**config.mk**
```make
export PLATFORM = sky130hd
export DESIGN_NAME = uart_apb_fifo_regs
export DESIGN_NICKNAME = d
export VERILOG_FILES = /design/src/rtl/uart_apb_fifo_regs.sv
export SDC_FILE = /design/constraint.sdc
export NUM_CORES = 1
export LEC_CHECK = 0
export CORE_MARGIN = 10
export CORE_UTILIZATION = 61
export DETAILED_ROUTE_END_ITERATION = 16
export PLACE_DENSITY = 0.89
export SYNTH_ARGS = -nofsm -noshare
export SYNTH_HDL_FRONTEND = slang
export SYNTH_SLANG_ARGS = --single-unit
```
**constraint.sdc**
```tcl
create_clock -name apb_clk_in -period 6.9 [get_ports apb_clk_in]
set_input_delay 0.69 -clock apb_clk_in [delete_from_list [all_inputs] [get_ports apb_clk_in]]
set_output_delay 0.69 -clock apb_clk_in [all_outputs]
set_load 0.03 [all_outputs]
```
**src/rtl/uart_apb_fifo_regs.sv**
```systemverilog
// UART APB register block with TX/RX FIFOs, one-wait-state APB handshake and a single irq.
// Accesses are decoded in WAIT, acknowledged in DONE, and commit on the edge that ends DONE.
module uart_apb_fifo_regs #(
  parameter int unsigned               APB_ADDR_WIDTH = 32,
  parameter int unsigned               APB_DATA_WIDTH = 32,
  parameter logic [APB_ADDR_WIDTH-1:0] UART_REG_BASE  = 32'ha0300000,
  parameter int unsigned               FIFO_DEPTH     = 16,
  parameter int unsigned               FIFO_AW        = 4
) (
  input  logic                      apb_clk_in,
  input  logic                      apb_rst_in,
  input  logic [APB_ADDR_WIDTH-1:0] apb_addr_in,
  input  logic                      apb_psel_in,
  input  logic                      apb_penable_in,
  input  logic                      apb_write_in,
  input  logic [APB_DATA_WIDTH-1:0] apb_wdata_in,
  output logic [APB_DATA_WIDTH-1:0] apb_rdata_out,
  output logic                      apb_ready_out,
  output logic                      apb_slverr_out,
  output logic [7:0]                tx_data_out,
  output logic                      tx_valid_out,
  input  logic                      tx_ready_in,
  input  logic [7:0]                rx_data_in,
  input  logic                      rx_valid_in,
  output logic [15:0]               dlr_out,
  output logic [7:0]                lcr_out,
  output logic                      loop_out,
  output logic                      irq_out
);

  localparam int unsigned CW = FIFO_AW + 1;
  localparam logic [CW-1:0] DEPTH_C = CW'(FIFO_DEPTH);

  typedef enum logic [1:0] {StIdle, StWait, StDone} apb_state_e;
  apb_state_e r_state, w_state_next;

  logic [7:0]                r_tx_mem [FIFO_DEPTH];
  logic [7:0]                r_rx_mem [FIFO_DEPTH];
  logic [FIFO_AW-1:0]        r_tx_wr_ptr, r_tx_rd_ptr, r_rx_wr_ptr, r_rx_rd_ptr;
  logic [CW-1:0]             r_tx_count, r_rx_count;
  logic                      r_overrun;
  logic [2:0]                r_ier;
  logic [1:0]                r_rxthr;
  logic [7:0]                r_lcr;
  logic                      r_loop;
  logic [15:0]               r_dlr;
  logic                      r_irq;
  logic [APB_DATA_WIDTH-1:0] r_rdata;
  logic                      r_slverr;
  logic                      r_acc_write, r_acc_pop;
  logic [2:0]                r_acc_idx;
  logic [15:0]               r_acc_wdata;

  logic       w_tx_empty, w_tx_full, w_rx_empty, w_rx_full;
  logic [7:0] w_offset;
  logic       w_base_ok, w_err;
  logic [31:0] w_stat, w_rd_val;
  logic       w_commit, w_wr, w_wr_dr, w_wr_ier, w_wr_fcr, w_wr_lcr, w_wr_dlr, w_wr_stat;
  logic       w_rx_pop, w_tx_pop, w_rx_clr, w_tx_clr, w_rx_push, w_tx_push, w_ovr_set;
  logic [CW-1:0] w_thr;
  logic       w_unused;

  assign w_unused = ^apb_wdata_in[APB_DATA_WIDTH-1:16];

  always_ff @(posedge apb_clk_in or posedge apb_rst_in) begin
    if (apb_rst_in) r_state <= StIdle;
    else            r_state <= w_state_next;
  end

  // Dropping psel while waiting abandons the access before anything is latched for commit.
  always_comb begin
    w_state_next = r_state;
    unique case (r_state)
      StIdle:  if (apb_psel_in && apb_penable_in) w_state_next = StWait;
      StWait:  w_state_next = apb_psel_in ? StDone : StIdle;
      StDone:  w_state_next = StIdle;
      default: w_state_next = StIdle;
    endcase
  end

  assign w_tx_empty = (r_tx_count == '0);
  assign w_tx_full  = (r_tx_count == DEPTH_C);
  assign w_rx_empty = (r_rx_count == '0);
  assign w_rx_full  = (r_rx_count == DEPTH_C);

  assign w_offset  = apb_addr_in[7:0];
  assign w_base_ok = (apb_addr_in[APB_ADDR_WIDTH-1:8] == UART_REG_BASE[APB_ADDR_WIDTH-1:8]);
  assign w_err     = !w_base_ok || (w_offset > 8'h14) || (w_offset[1:0] != 2'b00) ||
                     (apb_write_in && (w_offset == 8'h00) && w_tx_full);

  always_comb begin
    w_stat            = '0;
    w_stat[0]         = w_rx_empty;
    w_stat[1]         = w_tx_full;
    w_stat[2]         = r_overrun;
    w_stat[3]         = w_tx_empty;
    w_stat[8 +: CW]   = r_rx_count;
    w_stat[16 +: CW]  = r_tx_count;
  end

  always_comb begin
    w_rd_val = '0;
    case (w_offset[4:2])
      3'd0:    w_rd_val = w_rx_empty ? 32'd0 : {24'd0, r_rx_mem[r_rx_rd_ptr]};
      3'd1:    w_rd_val = {29'd0, r_ier};
      3'd2:    w_rd_val = {30'd0, r_rxthr};
      3'd3:    w_rd_val = {23'd0, r_loop, r_lcr};
      3'd4:    w_rd_val = {16'd0, r_dlr};
      3'd5:    w_rd_val = w_stat;
      default: w_rd_val = '0;
    endcase
  end

  always_ff @(posedge apb_clk_in or posedge apb_rst_in) begin
    if (apb_rst_in) begin
      r_rdata     <= '0;
      r_slverr    <= 1'b0;
      r_acc_write <= 1'b0;
      r_acc_pop   <= 1'b0;
      r_acc_idx   <= '0;
      r_acc_wdata <= '0;
    end else if (r_state == StWait && apb_psel_in) begin
      r_slverr    <= w_err;
      r_rdata     <= (w_err || apb_write_in) ? '0 : APB_DATA_WIDTH'(w_rd_val);
      r_acc_write <= apb_write_in && !w_err;
      r_acc_pop   <= !apb_write_in && !w_err && (w_offset[4:2] == 3'd0) && !w_rx_empty;
      r_acc_idx   <= w_offset[4:2];
      r_acc_wdata <= apb_wdata_in[15:0];
    end
  end

  assign w_commit  = (r_state == StDone);
  assign w_wr      = w_commit && r_acc_write;
  assign w_wr_dr   = w_wr && (r_acc_idx == 3'd0);
  assign w_wr_ier  = w_wr && (r_acc_idx == 3'd1);
  assign w_wr_fcr  = w_wr && (r_acc_idx == 3'd2);
  assign w_wr_lcr  = w_wr && (r_acc_idx == 3'd3);
  assign w_wr_dlr  = w_wr && (r_acc_idx == 3'd4);
  assign w_wr_stat = w_wr && (r_acc_idx == 3'd5);

  assign w_rx_pop  = w_commit && r_acc_pop && !w_rx_empty;
  assign w_tx_pop  = !w_tx_empty && tx_ready_in;
  assign w_rx_clr  = w_wr_fcr && r_acc_wdata[2];
  assign w_tx_clr  = w_wr_fcr && r_acc_wdata[3];
  assign w_rx_push = rx_valid_in && (!w_rx_full || w_rx_pop);
  assign w_tx_push = w_wr_dr && (!w_tx_full || w_tx_pop);
  assign w_ovr_set = rx_valid_in && w_rx_full && !w_rx_pop && !w_rx_clr;

  always_ff @(posedge apb_clk_in) begin
    if (w_tx_push) r_tx_mem[r_tx_wr_ptr] <= r_acc_wdata[7:0];
    if (w_rx_push) r_rx_mem[r_rx_wr_ptr] <= rx_data_in;
  end

  // A flush overrides any push or pop in the same cycle.
  always_ff @(posedge apb_clk_in or posedge apb_rst_in) begin
    if (apb_rst_in) begin
      r_tx_wr_ptr <= '0;
      r_tx_rd_ptr <= '0;
      r_tx_count  <= '0;
      r_rx_wr_ptr <= '0;
      r_rx_rd_ptr <= '0;
      r_rx_count  <= '0;
      r_overrun   <= 1'b0;
    end else begin
      if (w_tx_clr) begin
        r_tx_wr_ptr <= '0;
        r_tx_rd_ptr <= '0;
        r_tx_count  <= '0;
      end else begin
        if (w_tx_push) r_tx_wr_ptr <= r_tx_wr_ptr + FIFO_AW'(1);
        if (w_tx_pop)  r_tx_rd_ptr <= r_tx_rd_ptr + FIFO_AW'(1);
        r_tx_count <= r_tx_count + CW'(w_tx_push) - CW'(w_tx_pop);
      end
      if (w_rx_clr) begin
        r_rx_wr_ptr <= '0;
        r_rx_rd_ptr <= '0;
        r_rx_count  <= '0;
      end else begin
        if (w_rx_push) r_rx_wr_ptr <= r_rx_wr_ptr + FIFO_AW'(1);
        if (w_rx_pop)  r_rx_rd_ptr <= r_rx_rd_ptr + FIFO_AW'(1);
        r_rx_count <= r_rx_count + CW'(w_rx_push) - CW'(w_rx_pop);
      end
      if (w_ovr_set)                          r_overrun <= 1'b1;
      else if (w_wr_stat && r_acc_wdata[2])   r_overrun <= 1'b0;
    end
  end

  always_ff @(posedge apb_clk_in or posedge apb_rst_in) begin
    if (apb_rst_in) begin
      r_ier   <= '0;
      r_rxthr <= '0;
      r_lcr   <= '0;
      r_loop  <= 1'b0;
      r_dlr   <= 16'd1;
    end else begin
      if (w_wr_ier) r_ier <= r_acc_wdata[2:0];
      if (w_wr_fcr) r_rxthr <= r_acc_wdata[1:0];
      if (w_wr_lcr) begin
        r_lcr  <= {r_acc_wdata[7:1], 1'b0};
        r_loop <= r_acc_wdata[8];
      end
      if (w_wr_dlr) r_dlr <= (r_acc_wdata == 16'd0) ? 16'd1 : r_acc_wdata;
    end
  end

  always_comb begin
    w_thr = CW'(1);
    case (r_rxthr)
      2'd0: w_thr = CW'(1);
      2'd1: w_thr = CW'(FIFO_DEPTH / 4);
      2'd2: w_thr = CW'(FIFO_DEPTH / 2);
      2'd3: w_thr = CW'(FIFO_DEPTH - 2);
    endcase
  end

  always_ff @(posedge apb_clk_in or posedge apb_rst_in) begin
    if (apb_rst_in) r_irq <= 1'b0;
    else r_irq <= (r_ier[0] && (r_rx_count >= w_thr)) || (r_ier[1] && w_tx_empty) ||
                  (r_ier[2] && r_overrun);
  end

  assign apb_rdata_out  = r_rdata;
  assign apb_ready_out  = (r_state == StDone);
  assign apb_slverr_out = (r_state == StDone) && r_slverr;
  assign tx_data_out    = r_tx_mem[r_tx_rd_ptr];
  assign tx_valid_out   = !w_tx_empty;
  assign dlr_out        = r_dlr;
  assign lcr_out        = r_lcr;
  assign loop_out       = r_loop;
  assign irq_out        = r_irq;

endmodule

```
==> run summary, run 1 <==
Area Growth Syn to Fin: 17.6%
FMAX: 0.249 GHz
crit path time final: 4.02 ns
DP HPWL: 23.0 mm
Crit Path Category: register to output port
Fin Hold WS: 0.496 ns
Setup crit start kind: register
crit-path cells: buf_4, mux4_2, mux4_2, clkdlybuf4s50_1
Congestion Overflow GR: 0
Antenna Nets Post-Route: 0
Critical Path Most Common Cell: mux4_2
vias in the first global route: 9305
power per cell area: 332 nW/um2
top-area cell type share of the netlist area: 51.3%
Inserted Clock Buffers: 36
fraction of layout cells with a size suffix above 1: 17.3%
Core Region: 24200 um2
hold buffers post-CTS: 0
Skew-Pair Late Insertion Delay: 0.52 ns
Final Max Tran Viols: 0
Buf+Inv Stages, Crit Path: 2
total number of vias: 8816
Resized cells post-CTS: 0
Max Cap Viol: 0
first-pass GRT wire length: 56.3 mm
FF+latch count, synth: 358
wire per inst: 26.2 um
NumNets Final: 1158
largest net degree at the start of global routing: 69
Setup Skew: 0.0189 ns
CTS Sinks: 358
Syn Inst Count: 921
sequential fraction of the synthesis area: 68.3%
DRC viols: 0
multi-input logic area: 4370 um2
NetSw: 1.67 mW
TritonCTS clock tree: built
GRT Util Overall: 23.4%
Final Setup Violations: 0
Post-CTS Setup Inserts: 0
Crit. End Element: output port
register area: 10200 um2
num ports: 148
DIE WIDTH: 177 um
top_reg_cell synth: edfxtp_1
Hold Path Class: register to register
measured slew at the worst slew-check pin: 1.06 ns
CP max stage delay: 0.62 ns
Slowest-stage cell, CP: mux4_2
initial antenna violation count: 0
fin crit share: 58.3%
top cell family by delay on the critical path: buffers and inverters
crit path DAT: 3.33 ns
worst-case clock buffer depth: 3
H-tree levels: 2
GPL Wtd Cong: 0.863
Clk pin slew, worst setup/hold paths: 0.07 ns
Sequential Power Share: 47.5%
RSZ-0062 raised after global routing: false
ant diodes: 0
final wirelength: 36.8 mm
Pint: 4.19 mW
Leakage Power: 6.43 nW
synthesized area: 15000 um2
Vias/cell: 6.29
Final Util: 72.7%
YS warnings: 0
maximum VDD drop: 291 uV
status: finished clean
combinational power share: 20.0%
Worst EP required: 6.21 ns
leading area contributor after synthesis: edfxtp_1
fill count: 1385
Unique masters post-synth: 60
EDFF count, synth: 256
worst rel slew slack: 29.1%
setup total negative slack: 0 ns
synth top area cells: edfxtp_1, dfrtp_1, mux4_2, nand2_1, ha_1
die area: 31300 um2
root buf cell: clkbuf_16
starting density of the core: 61.8%
Clk network pwr share: 32.5%
1st-pass router iterations: 5
syn_area_per_cell: 16.3 um2
I/O Buffers: 119
row cnt: 57
drt initial violations: 980
Hold Fails Final Rpt: 0
Sw Share: 28.5%
Critical Path Fanout Max: 28
ys async rst share: 28.5%
R2R setup slack: 3.25 ns
Die Height: 177 um
sequential cells by signal, summed over array words and instances (netlist names), 5 cells and up:
| register | count |
|---|---|
| r_acc_wdata | 16 |
| r_rx_mem | 128 |
| r_rx_count | 5 |
| lcr_out | 7 |
| r_tx_mem | 128 |
| apb_rdata_out | 21 |
| r_tx_count | 5 |
| dlr_out | 16 |
final timing paths:
path | from | endpoint | depth (start not counted)
worst min register to register | apb_rdata_out[10]$_DFFE_PP0P_ | apb_rdata_out[10]$_DFFE_PP0P_ | 2
worst min-delay path | apb_rdata_out[10]$_DFFE_PP0P_ | apb_rdata_out[10]$_DFFE_PP0P_ | 2
max in group asynchronous | apb_rst_in | r_tx_rd_ptr[1]$_DFFE_PP0P_ | 3
min in group asynchronous | apb_rst_in | apb_rdata_out[12]$_DFFE_PP0P_ | 2
worst max-delay path | r_tx_rd_ptr[0]$_DFFE_PP0P_ | tx_data_out[0] | 4
worst max register to register | r_tx_count[2]$_DFF_PP0_ | r_tx_count[4]$_DFF_PP0_ | 13
worst reg2reg max path, cell delays in order (launching register included):
cell	delay (ns)
dfrtp_1	0.44
inv_1	0.11
ha_1	0.21
or4b_2	0.70
and2_1	0.31
o31ai_1	0.21
o21ai_0	0.26
ha_1	0.28
fa_1	0.45
a21oi_1	0.16
nor2_1	0.05
nor2_1	0.13
xnor2_1	0.15
nor2_1	0.07
power by group through the flow:
stage / clock [mW] / sequential (mW) / combinational, mW
2_1_floorplan: 0 / 2.64 / 0.903
3_3_place_gp: 0 / 2.79 / 1.08
3_5_place_dp: 0 / 2.81 / 1.13
4_1_cts: 1.92 / 2.78 / 1.18
5_1_grt: 2.01 / 2.81 / 1.26
6_report: 1.90 / 2.79 / 1.17
cell type report:
cell class                      count  area share, %
Tap cell                          324           2.30
Clock inverter                     20           1.01
Clock buffer                       44           5.46
Inverter                           37          0.802
Timing Repair Buffer              138           7.56
Multi-Input combinational cell    481           24.8
Sequential cell                   358           58.1
metrics by stage:
step	total power, mW	instance area, um2	instances	worst slack, ns
after CTS	5.87	17600	1402	2.81
after global placement	3.87	16500	1338	3.24
after global routing	6.07	17600	1402	2.69
after floorplan	3.54	15000	932	3.54
after detailed placement	3.94	16500	1338	3.18
final	5.86	17600	1402	2.88
logic make-up (layout without fill, tap and decap cells):
| logic type | count (synthesis) | count (layout) | synth area share [%] |
|---|---|---|---|
| flip-flops | 358 | 358 | 68.3 |
| AND/OR/NAND/NOR | 225 | 225 | 7.58 |
| multiplexers | 117 | 117 | 13.9 |
| buffers and inverters | 93 | 239 | 2.87 |
| AO/OA/AOI/OAI | 81 | 81 | 3.83 |
| adder cells (fa/ha/maj) | 27 | 27 | 2.35 |
| XOR/XNOR | 19 | 19 | 1.11 |
| other | 1 | 12 | 0.0250 |
placed cells by master (no fill, tap or decap), drive strengths merged, types with 4 or more instances in the layout:
master and count:
mux4 71, o21ai 23, clkbuf 44, conb 12, inv 39, clkdlybuf4s50 119, buf 19, clkinv 14
a21oi 15, nor2 46, mux2 26, dfrtp 101, ha 25, nand4 6, nand3b 4, nor3 13
nor2b 9, a22oi 9, xor2 11, nand3 7, nand2 89, nor4 15, a22o 16, xnor2 8
edfxtp 256, nor3b 4, mux2i 20, and2 13, a21o 4
layer usage:
layer | track usage (%) | vias up | share of wire [%]
met5 | 0 | - | 0
met3 | 3.61 | 88 | 7.4
li1 | - | 3742 | -
met1 | 29.5 | 4512 | 36
met4 | 9.35 | 0 | 3.8
met2 | 40.2 | 474 | 52
Yosys cell counts (3+ instances only):
cell type / count
a21oi_1: 15
nor3_1: 13
nand3b_1: 3
nor4b_1: 3
xnor2_1: 8
a21o_1: 4
clkbuf_1: 22
mux2i_1: 20
o21ai_1: 10
buf_4: 14
and2_1: 13
mux4_2: 71
mux2_2: 26
or3_1: 3
inv_1: 35
a22o_1: 16
buf_2: 11
o21ai_0: 13
nand2b_1: 3
nand2_1: 89
edfxtp_1: 256
a22oi_1: 9
nand4_1: 6
nor2_1: 45
xor2_1: 11
dfrtp_1: 101
ha_1: 25
and3_1: 3
nor4_1: 15
nand3_1: 7
buf_1: 7
nor3b_1: 3
nor2b_1: 8
No activity file was read; power rests on OpenSTA's default activity.
==> inputs of run 2 (changes only) <==
--- a/config.mk
+++ b/config.mk
@@ -6,9 +6,9 @@
 export NUM_CORES = 1
 export LEC_CHECK = 0
 export CORE_MARGIN = 10
-export CORE_UTILIZATION = 61
+export CORE_UTILIZATION = 57
 export DETAILED_ROUTE_END_ITERATION = 16
-export PLACE_DENSITY = 0.89
+export PLACE_DENSITY = 0.85
 export SYNTH_ARGS = -nofsm -noshare
 export SYNTH_HDL_FRONTEND = slang
 export SYNTH_SLANG_ARGS = --single-unit
==> constraint.sdc (replaced) <==
create_clock -name apb_clk_in -period 3.8 [get_ports apb_clk_in]
set_input_delay 0.38 -clock apb_clk_in [delete_from_list [all_inputs] [get_ports apb_clk_in]]
set_output_delay 0.38 -clock apb_clk_in [all_outputs]
set_load 0.03 [all_outputs]
==> run summary, run 2 (same netlist as run 1, synthesis figures left out) <==
Setup crit start kind: register
DP HPWL: 22.8 mm (-0.78%)
Hold Path Class: input port to asynchronous set/reset pin
vias in the first global route: 9017 (-3.1%)
Final Setup Violations: 0 (unchanged)
Resized cells post-CTS: 0 (unchanged)
fill count: 1647 (+19%)
measured slew at the worst slew-check pin: 1.06 ns (-0.00125 ns)
TritonCTS clock tree: built
starting density of the core: 57.7% (-4.1 points)
status: finished clean
Worst EP required: 3.42 ns (-2.79 ns)
Hold Fails Final Rpt: 0 (unchanged)
setup total negative slack: 0 ns (unchanged)
Leakage Power: 6.49 nW (+0.88%)
Vias/cell: 6.08 (-3.3%)
Inserted Clock Buffers: 36 (unchanged)
DRC viols: 0 (unchanged)
hold buffers post-CTS: 0 (unchanged)
die area: 33200 um2 (+6.2%)
wire per inst: 24.3 um (-7.4%)
1st-pass router iterations: 5 (unchanged)
Max Cap Viol: 0 (unchanged)
maximum VDD drop: 548 uV (+88%)
I/O Buffers: 119 (unchanged)
num ports: 148 (unchanged)
Final Max Tran Viols: 0 (unchanged)
Crit. End Element: output port
most common cell after layout, fill and taps aside: edfxtp_1
Die Height: 182 um (+3.1%)
initial antenna violation count: 0 (unchanged)
drt initial violations: 770 (-21%)
Core Region: 26000 um2 (+7.2%)
GPL Wtd Cong: 0.824 (-4.6%)
Critical Path Fanout Max: 11 (-61%)
first-pass GRT wire length: 53.6 mm (-4.8%)
final wirelength: 34.6 mm (-5.8%)
Clk pin slew, worst setup/hold paths: 0.06 ns (about the same)
Antenna Nets Post-Route: 0 (unchanged)
NumNets Final: 1168 (+0.86%)
Placement Setup Slack: 0.502 ns (-2.68 ns)
total number of vias: 8675 (-1.6%)
worst rel slew slack: 29.2% (+0.084 points)
power per cell area: 596 nW/um2 (+79%)
Congestion Overflow GR: 0 (unchanged)
FMAX: 0.287 GHz
fin crit share: 91.7%
CTS Sinks: 358 (unchanged)
crit path time final: 3.49 ns
DIE WIDTH: 182 um (+3.1%)
H-tree levels: 2 (unchanged)
worst-case clock buffer depth: 3 (unchanged)
crit path DAT: 3.11 ns (-0.22 ns)
Setup Skew: 0.0217 ns (+0.00285 ns)
commonest non-fill, non-tap cells in the layout: edfxtp_1, clkdlybuf4s50_1, dfrtp_1
root buf cell: clkbuf_16
row cnt: 59 (+3.5%)
worst setup margin: 0.315 ns (-2.56 ns)
largest net degree at the start of global routing: 58 (-16%)
fraction of layout cells with a size suffix above 1: 17.5% (+0.18 points)
Crit Path Category: register to output port
Skew-Pair Late Insertion Delay: 0.52 ns (about the same)
GRT Util Overall: 20.7% (-2.7 points)
Area Growth Syn to Fin: 18.4%
Post-CTS Setup Inserts: 0 (unchanged)
RSZ-0062 raised after global routing: false
==> run 2: cell types whose count changed in the layout (fill, tap and decap cells not counted), moves of 3 or more <==
cell,delta
buf_12,+3
buf_4,+7
clkbuf_1,+3
clkinv_1,+4
clkinv_2,-4
==> run 2: power by group <==
| part | internal [mW] | switching, mW |
|---|---|---|
| Sequential | 4.56 | 0.426 |
| Combinational | 1.08 | 1.09 |
| Clock | 1.97 | 1.47 |
| Total | 7.61 | 2.98 |
==> run 2: worst max-delay path: stages (launching register included) <==
cell and delay [ns]:
dfrtp_2 0.61, buf_4 0.32, mux4_2 0.56, mux4_2 0.47
clkdlybuf4s50_1 0.62
==> run 2: cell type report <==
type                            count  area, um2  area share [%]
Sequential cell                   358      10200            57.7
Multi-Input combinational cell    481       4370            24.6
Timing Repair Buffer              148       1450            8.14
Clock buffer                       45        935            5.26
Tap cell                          335        419            2.36
Clock inverter                     21        203            1.14
Inverter                           37        141           0.796
Antenna cell                        1       2.50          0.0141
==> run 2: per-stage QoR <==
stage	area [um2]	total power, mW	std cells	hold WS [ns]	util, %
2_1_floorplan	15000	6.43	932	0.456	-
3_3_place_gp	16600	7.08	1359	0.469	64.0
3_5_place_dp	16600	7.20	1359	0.476	64.0
4_1_cts	17800	10.7	1425	0.275	68.3
5_1_grt	17800	11.0	1425	0.339	68.3
6_report	17800	10.6	1426	0.276	68.4
==> run 2: path summary, 6_finish.rpt <==
path                                       startpoint                           to  slack [ns]  cells after the start
min                                        apb_rst_in  r_acc_wdata[11]$_DFFE_PP0P_        0.28                      2
max                        r_tx_rd_ptr[0]$_DFFE_PP0P_               tx_data_out[3]        0.31                      4
min in group apb_clk_in               apb_wdata_in[8]   r_acc_wdata[8]$_DFFE_PP0P_        0.38                      3
max in group asynchronous                  apb_rst_in       dlr_out[0]$_DFFE_PP1P_        2.78                      3
min reg2reg                     r_acc_pop$_DFFE_PP0P_        r_acc_pop$_DFFE_PP0P_        0.49                      2
max reg2reg                   r_tx_count[2]$_DFF_PP0_      r_tx_count[4]$_DFF_PP0_        0.40                     13
==> run 2: per-layer routing <==
layer | global-route usage [%] | wire length [um] | vias up
met5 | 0 | 0 | -
met3 | 4.02 | 2280 | 83
li1 | - | - | 3759
met4 | 7.88 | 1190 | 0
met2 | 34.7 | 17800 | 374
met1 | 26.3 | 13400 | 4459
==> inputs of run 3 (changes only) <==
--- a/config.mk
+++ b/config.mk
@@ -6,9 +6,9 @@
 export NUM_CORES = 1
 export LEC_CHECK = 0
 export CORE_MARGIN = 10
-export CORE_UTILIZATION = 57
+export CORE_UTILIZATION = 45
 export DETAILED_ROUTE_END_ITERATION = 16
-export PLACE_DENSITY = 0.85
+export PLACE_DENSITY = 0.7
 export SYNTH_ARGS = -nofsm -noshare
 export SYNTH_HDL_FRONTEND = slang
 export SYNTH_SLANG_ARGS = --single-unit
==> run summary, run 3 (same netlist as run 1, synthesis figures left out) <==
total number of vias: 8317 (-4.1%)
drt initial violations: 551 (-28%)
ant diodes: 0 (-1)
Skew-Pair Late Insertion Delay: 0.53 ns (about the same)
Die Height: 203 um (+11%)
wire per inst: 22.2 um (-8.5%)
FMAX: 0.278 GHz (-3.0%)
fill count: 2606 (+58%)
worst rel slew slack: 31.2% (+2.0 points)
Resized cells post-CTS: 0 (unchanged)
hold buffers post-CTS: 0 (unchanged)
Critical Path Fanout Max: 13 (+2)
power per cell area: 596 nW/um2 (about the same)
final wirelength: 34.2 mm (-1.3%)
Top Layer Used: met4
starting density of the core: 45.9% (-12 points)
most common cell after layout, fill and taps aside: edfxtp_1
met3 wire length: 1.81 mm (-20%)
GRT Util Overall: 16.5% (-4.2 points)
NumNets Final: 1174 (+0.51%)
DIE WIDTH: 203 um (+11%)
GPL Wtd Cong: 0.796 (-3.4%)
fin crit share: 94.5% (+2.8 points)
Clk pin slew, worst setup/hold paths: 0.06 ns (about the same)
I/O Buffers: 119 (unchanged)
Critical Path Most Common Cell: mux4_2
1st-pass router iterations: 4 (-1)
die area: 41000 um2 (+24%)
crit path DAT: 3.21 ns (+0.10 ns)
initial antenna violation count: 0 (unchanged)
CP max stage delay: 0.62 ns (about the same)
met1 wire length: 14.5 mm (+7.9%)
status: finished clean
Worst EP required: 3.42 ns (about the same)
worst r2r dst: r_tx_count[4]$_DFF_PP0_
largest net degree at the start of global routing: 49 (-16%)
Setup crit start kind: register
fraction of layout cells with a size suffix above 1: 18.4% (+0.91 points)
DP HPWL: 22.8 mm (about the same)
TritonCTS clock tree: built
Post-CTS Setup Inserts: 0 (unchanged)
Crit. End Element: output port
worst-case clock buffer depth: 3 (unchanged)
first-pass GRT wire length: 52.6 mm (-1.9%)
Slowest-stage cell, CP: dfrtp_2
RSZ-0062 raised after global routing: false
R2R Path Start: r_tx_count[3]$_DFF_PP0_
num ports: 148 (unchanged)
commonest non-fill, non-tap cells in the layout: edfxtp_1, clkdlybuf4s50_1, dfrtp_1
Final Max Tran Viols: 0 (unchanged)
Fin Hold WS: 0.285 ns (+0.00849 ns)
crit-path cells: buf_4, mux4_2, mux4_2, clkdlybuf4s50_1
Leakage Power: 6.54 nW (+0.74%)
root buf cell: clkbuf_16
WL met2: 17.2 mm (-3.2%)
crit path time final: 3.59 ns (+0.107 ns)
CTS Sinks: 358 (unchanged)
R2R setup slack: 0.52 ns (+0.12 ns)
measured slew at the worst slew-check pin: 1.03 ns (-0.0295 ns)
Setup Skew: 0.0242 ns (+0.00247 ns)
Hold Fails Final Rpt: 0 (unchanged)
Hold Path Class: input port to asynchronous set/reset pin
vias in the first global route: 8542 (-5.3%)
row cnt: 66 (+12%)
H-tree levels: 2 (unchanged)
Vias/cell: 5.41 (-11%)
setup total negative slack: 0 ns (unchanged)
Crit Path Category: register to output port
Area Growth Syn to Fin: 19.9%
Max Cap Viol: 0 (unchanged)
Final Setup Violations: 0 (unchanged)
maximum VDD drop: 422 uV (-23%)
DRC viols: 0 (unchanged)
FF-to-FF path depth: 13 (unchanged)
Core Region: 32700 um2 (+26%)
Antenna Nets Post-Route: 0 (unchanged)
Congestion Overflow GR: 0 (unchanged)
Inserted Clock Buffers: 38 (+5.6%)
run 3: layout make-up:
type / instances / area, um2 / area share [%]
tap: 442 / 553 / 3.08
sequential: 358 / 10200 / 57.0
timing repair buffer: 152 / 1440 / 8.00
inverter: 37 / 141 / 0.786
multi-input combinational: 481 / 4370 / 24.3
clock buffer: 51 / 1020 / 5.67
clock inverter: 17 / 215 / 1.20
run 3: stage by stage:
stage | std cells | power, mW | setup WS, ns | utilization [%] | area [um2]
final | 1538 | 10.7 | 0.207 | 55.0 | 18000
after detailed placement | 1470 | 7.20 | 0.545 | 51.2 | 16700
after global routing | 1538 | 11.2 | 0.0657 | 55.0 | 18000
after CTS | 1538 | 10.8 | 0.141 | 55.0 | 18000
after floorplan | 932 | 6.43 | 0.587 | - | 15000
after global placement | 1470 | 7.14 | 0.599 | 51.2 | 16700
run 3: worst max path at each step:
stage	start	end	slack, ns	cells after the start
finish	r_tx_rd_ptr[0]$_DFFE_PP0P_	tx_data_out[1]	0.21	4
global route	r_tx_rd_ptr[0]$_DFFE_PP0P_	tx_data_out[1]	0.07	4
CTS	r_tx_rd_ptr[0]$_DFFE_PP0P_	tx_data_out[1]	0.14	4
detailed placement	r_tx_count[3]$_DFF_PP0_	r_tx_count[4]$_DFF_PP0_	0.54	13
global placement	r_tx_count[2]$_DFF_PP0_	r_tx_count[4]$_DFF_PP0_	0.60	13
floorplan	r_tx_count[3]$_DFF_PP0_	r_tx_count[4]$_DFF_PP0_	0.59	14
run 3: critical path: cells and delay by family, from the launching register on:
family	cells	cell delay [ns]
mux	2	1.10
flops	1	0.62
buf+inv	2	0.96
run 3: power by group:
group / switching (mW) / internal, mW / leakage (nW)
sequential: 0.410 / 4.56 / 3.65
combinational: 1.08 / 1.06 / 2.28
clock: 1.50 / 2.12 / 0.599
total: 2.99 / 7.73 / 6.54
run 3: metal layers:
layer | up-vias | GRT usage (%)
li1 | 3778 | -
met4 | 0 | 4.42
met1 | 4265 | 21.9
met2 | 225 | 27.2
met3 | 49 | 3.28
met5 | - | 0
